### config.mk
export PLATFORM = sky130hd
export DESIGN_NAME = instr_fetch_unit
export DESIGN_NICKNAME = d
export VERILOG_FILES = /design/src/rtl/instr_fetch_unit.sv
export SDC_FILE = /design/constraint.sdc
export NUM_CORES = 1
export LEC_CHECK = 0
export ABC_CLOCK_PERIOD_IN_PS = 6050
export BUFFER_PORTS_ARGS = -buffer_cell sky130_fd_sc_hd__buf_2
export CORE_UTILIZATION = 40
export DETAILED_ROUTE_END_ITERATION = 8
export GPL_ROUTABILITY_DRIVEN = 0
export PLACE_DENSITY = 0.78
export SLEW_MARGIN = 20
export SYNTH_ARGS = -nofsm -noshare
export SYNTH_HDL_FRONTEND = slang
export SYNTH_SLANG_ARGS = --single-unit
export TNS_END_PERCENT = 30
### constraint.sdc
create_clock -name clk -period 6.05 [get_ports clk]
set_input_delay 1.21 -clock clk [delete_from_list [all_inputs] [get_ports clk]]
set_output_delay 1.21 -clock clk [all_outputs]
set_load 0.01 [all_outputs]
### src/rtl/instr_fetch_unit.sv
// Fetch stage of the pipelined RV32I core: owns the PC, addresses the instruction
// memory and fills the IF/ID register, honouring stalls, redirects and fetch faults.
module instr_fetch_unit #(
    parameter int          DEPTH    = 256,
    parameter int          WIDTH    = 32,
    parameter logic [31:0] RESET_PC = 32'h0000_0000,
    localparam int         AW       = $clog2(DEPTH)
) (
    input  logic             clk,
    input  logic             reset,
    output logic [AW-1:0]    imem_addr,
    input  logic [WIDTH-1:0] imem_rdata,
    input  logic             stall,
    input  logic             redirect_valid,
    input  logic [31:0]      redirect_pc,
    output logic [31:0]      pc,
    output logic             if_id_valid,
    output logic [WIDTH-1:0] if_id_instr,
    output logic [31:0]      if_id_pc,
    output logic [31:0]      if_id_pc_plus4,
    output logic             fetch_fault
);

    localparam logic [WIDTH-1:0] NOP = WIDTH'(32'h0000_0013);

    typedef enum logic {
        FETCH = 1'b0,
        HALT  = 1'b1
    } state_t;

    state_t      state;
    logic        in_range;
    logic [31:0] pc_plus4;

    assign imem_addr = pc[AW+1:2];
    assign pc_plus4  = pc + 32'd4;
    assign in_range  = ({2'b00, pc[31:2]} < 32'(DEPTH)) && (pc[1:0] == 2'b00);

    // PC, IF/ID register and fault/halt control.
    always_ff @(posedge clk or posedge reset) begin
        if (reset) begin
            state          <= FETCH;
            pc             <= RESET_PC;
            if_id_valid    <= 1'b0;
            if_id_instr    <= NOP;
            if_id_pc       <= 32'h0000_0000;
            if_id_pc_plus4 <= 32'h0000_0000;
            fetch_fault    <= 1'b0;
        end else begin
            case (state)
                FETCH: begin
                    if (redirect_valid) begin
                        // Redirect wins over stall; a misaligned target halts with pc kept.
                        if_id_valid <= 1'b0;
                        if_id_instr <= NOP;
                        if (redirect_pc[1:0] != 2'b00) begin
                            fetch_fault <= 1'b1;
                            state       <= HALT;
                        end else begin
                            pc <= redirect_pc;
                        end
                    end else if (stall) begin
                        pc <= pc;
                    end else if (!in_range) begin
                        fetch_fault <= 1'b1;
                        if_id_valid <= 1'b0;
                        if_id_instr <= NOP;
                        state       <= HALT;
                    end else begin
                        pc             <= pc_plus4;
                        if_id_valid    <= 1'b1;
                        if_id_instr    <= imem_rdata;
                        if_id_pc       <= pc;
                        if_id_pc_plus4 <= pc_plus4;
                    end
                end
                HALT: begin
                    if_id_valid <= 1'b0;
                    fetch_fault <= 1'b1;
                end
                default: begin
                    state       <= HALT;
                    if_id_valid <= 1'b0;
                    fetch_fault <= 1'b1;
                end
            endcase
        end
    end

endmodule

==> impl_metrics.py <==
metrics = {
    "drt": {
        "route.vias.total": 4311,
        "postRouteAntennaNets": 0,
        "detail_route.wl_per_cell_um": 15.1,
        "remaining_drc_errors": 0,
        "postRouteWirelength_mm": 13.3,
        "drt-pass1-iter-count": 5,
        "dr.first_iter.drc_count": 212,
        "via_per_inst": 4.91,
    },
    "clock_tree": {
        "cts.clk_slew.worst_paths_ns": 0.05,
        "cts_num_sinks": 129,
        "clk_root_buffer_cell": "clkbuf_16",
        "cts.hold.buffers_added": 0,
        "cts.repair_timing.setup_buffer_count": 0,
        "tritoncts_buffer_count": 17,
        "cts_buffer_depth": 2,
        "cts-resized-gates": 0,
        "cts_tree": "yes",
        "worst_skew_late_latency_ns": 0.41,
        "cts_max_level": 4,
    },
    "yosys": {
        "synth_area_per_cell_sq_um": 10.7,
        "synth.yosys.warnings": 0,
        "yosysUniqueCellTypes": 50,
        "main_flop_type_after_synthesis": "dfrtp_1",
        "postSynthCellCount": 504,
        "asyncSetResetFlopFracSynth": 1.00,
        "net_count_of_the_mapped_netlist": 573,
        "synth-edff-count": 0,
        "ys_ff_latch": 129,
        "syn-cell-area_sq_um": 5410,
        "post_synthesis_sequential_area_ratio": 0.597,
    },
    "sta": {
        "worstMarginPinSlew_ns": 0.965,
        "layout_worst_path_cycle_share": 0.505,
        "rsz0062_at_grt": "false",
        "timing.slew.headroom": 0.357,
        "max_freq_ghz": 0.327,
        "final.setup.tns_ns": 0,
        "worst_clock_skew_ns": 0.00759,
        "layout_min_cycle_time_ns": 3.05,
        "timing.final.hold_violations": 0,
        "drv_slew": 0,
        "setup_viol": 0,
    },
    "grt": {
        "met2_usage": 0.313,
        "grt_most_used_layer": "met2",
        "gr-usage-all-layers": 0.196,
        "number_of_antenna_violations_at_the_first_check_in_global_routing": 0,
        "overflow": 0,
        "grt_first_pass_wirelength_mm": 21.5,
        "groute.layer.met1.usage": 0.254,
        "number_of_global_route_vias_before_repair": 4220,
        "grt_util_met3": 0.0507,
        "pin_count_of_the_biggest_net_entering_global_routing": 84,
    },
    "floorplanning": {
        "die-width_um": 118,
        "io-pin-count": 206,
        "rows": 42,
        "core_area_sq_um": 13200,
        "die_area_sq_um": 14000,
        "fp.dieH_um": 118,
        "initial_core_util": 0.409,
    },
    "setup_path": {
        "ff2ff_setup_slack_ns": 3.49,
        "critical_path_class": "primary input to flop",
        "timing.critical_path.max_delay_family": "simple AND/OR/NAND/NOR gates",
        "critPathBufInv": 2,
        "worstSetupEndpointType": "flop",
        "worstRegToRegCells": 5,
        "setup.worst_path.start_class": "primary input",
        "timing.critical_path.arrival_ns": 3.34,
        "worstPathRequired_ns": 6.34,
        "slowest_stage": "nor3_4",
        "cp-startpoint": "redirect_valid",
        "timing.rr.start": "pc[30]",
        "worstPathCellList": "buf_2 > nand2b_1 > nand2b_2 > nor3_4 > buf_8 > mux2_2",
        "rr_endpoint": "if_id_pc_plus4[3]",
        "timing.critical_path.fanout_max": 48,
        "crit_path_max_incr_delay_ns": 0.77,
        "crit_end": "if_id_pc_plus4[3]",
        "worstSetupPathDepth": 6,
    },
    "pwr": {
        "power.ir.vdd_worst_v": 0.000171,
        "totalPowerFinal_mw": 1.92,
        "p_leak_nw": 3.80,
        "power_density_nw_per_um2": 274,
    },
    "finish": {
        "final_layout_size_suffix_gt1_frac": 0.377,
        "utilization": 0.529,
        "num-nets-final": 758,
        "flow.area_growth_from_synthesis_pct": 29.4,
        "antenna-diode-count": 0,
    },
    "status": {
        "run_status": "completed",
    },
    "job": {
        "number_of_max_capacitance_violations_reported": 0,
    },
    "placed_design": {
        "detailed_place_hpwl_mm": 8.90,
        "portBuffers": 205,
    },
    "min_path": {
        "hold_class": "flop to flop",
    },
}
-- power breakdown --
group / switching [mW] / leakage [nW] / internal (mW)
combinational: 0.0611 / 1.77 / 0.0458
sequential: 0.0165 / 1.77 / 0.879
clock: 0.361 / 0.263 / 0.558
-- flip-flops by register name, summed over array words and instances, names as in the netlist --
signal / flops
if_id_valid: 1
if_id_pc_plus4: 30
if_id_pc: 32
fetch_fault: 1
if_id_instr: 32
state: 1
pc: 32
-- per-layer routing --
metal / part of all wire / wire length, um
met1: 0.45 / 5970
met3: 0.055 / 729
met5: 0 / 0
met2: 0.48 / 6300
met4: 0.019 / 254
-- worst min-delay path, stage by stage (launching register included) --
cell and delay (ns):
dfstp_2 0.36, nand2_1 0.05, nand2_1 0.04
-- cells in the final DEF, fill, tap and decap left out, types with 11 or more instances in the layout --
cell type | Yosys | final
dfrtp_1 | 126 | 126
mux2_2 | 11 | 11
buf_2 | 11 | 205
o22a_1 | 12 | 12
a21oi_1 | 16 | 16
clkbuf_16 | 0 | 17
nor2_1 | 24 | 24
nand2_1 | 72 | 72
nor2b_1 | 58 | 58
o21ai_0 | 47 | 47
-- final cells by class --
cell class              instances  area, sq um
flip-flops and latches        129         3230
repair buffers                212         1090
well taps                     176          220
fillers                      1254         6240
inverters                       6         27.5
clock buffers                  20          437
multi-input cells             323         1910
clock inverters                12         93.8
-- worst min-delay path by stage --
stage | startpoint | endpoint | slack [ns] | cells after the start
after floorplan | state | if_id_valid | 0.46 | 1
after global placement | if_id_instr[1] | if_id_instr[1] | 0.44 | 2
after detailed placement | if_id_instr[4] | if_id_instr[4] | 0.45 | 2
after CTS | if_id_instr[4] | if_id_instr[4] | 0.45 | 2
after global routing | if_id_instr[1] | if_id_instr[1] | 0.48 | 2
final | if_id_instr[4] | if_id_instr[4] | 0.45 | 2
-- synth_stat cells (2+ instances only) --
cell type | number | area (sq um)
buf_2 | 11 | 55.1
clkbuf_2 | 3 | 15.0
and4_1 | 4 | 35.0
nand2b_1 | 3 | 18.8
nor3_1 | 5 | 25.0
nor2b_1 | 58 | 363
dfstp_2 | 3 | 78.8
nand4_1 | 3 | 18.8
dfrtp_1 | 126 | 3150
mux2i_1 | 2 | 20.0
a21oi_1 | 16 | 80.1
buf_6 | 3 | 33.8
and3_1 | 7 | 43.8
a32oi_1 | 3 | 26.3
buf_4 | 13 | 97.6
and2_1 | 4 | 25.0
nor2_1 | 24 | 90.1
xnor2_1 | 6 | 52.6
a22oi_1 | 5 | 37.5
mux2_2 | 11 | 124
nand3_1 | 3 | 15.0
inv_1 | 6 | 22.5
nand2_1 | 72 | 270
a31oi_1 | 4 | 25.0
o21ai_0 | 47 | 235
o31ai_1 | 6 | 45.0
clkbuf_1 | 15 | 56.3
o22a_1 | 12 | 105
nor4_1 | 6 | 37.5
a2bb2oi_1 | 2 | 17.5
nor3b_1 | 2 | 15.0
-- stage by stage --
stage / hold slack [ns] / setup slack, ns / area (sq um) / instances
6_report: 0.454 / 3.00 / 7000 / 878
5_1_grt: 0.479 / 2.82 / 7000 / 878
4_1_cts: 0.454 / 2.71 / 6980 / 877
3_5_place_dp: 0.446 / 2.26 / 6450 / 845
3_3_place_gp: 0.443 / 2.35 / 6450 / 845
2_1_floorplan: 0.458 / 1.40 / 5410 / 504
-- kinds of logic after synthesis --
family | count (synthesis) | synth area share
buf+inv | 52 | 0.0525
compound gates | 103 | 0.117
fa+ha+maj | 1 | 0.00231
simple gates | 199 | 0.193
mux | 13 | 0.0266
flops | 129 | 0.597
xor+xnor | 7 | 0.0113
(Power assumes the default switching activity.)
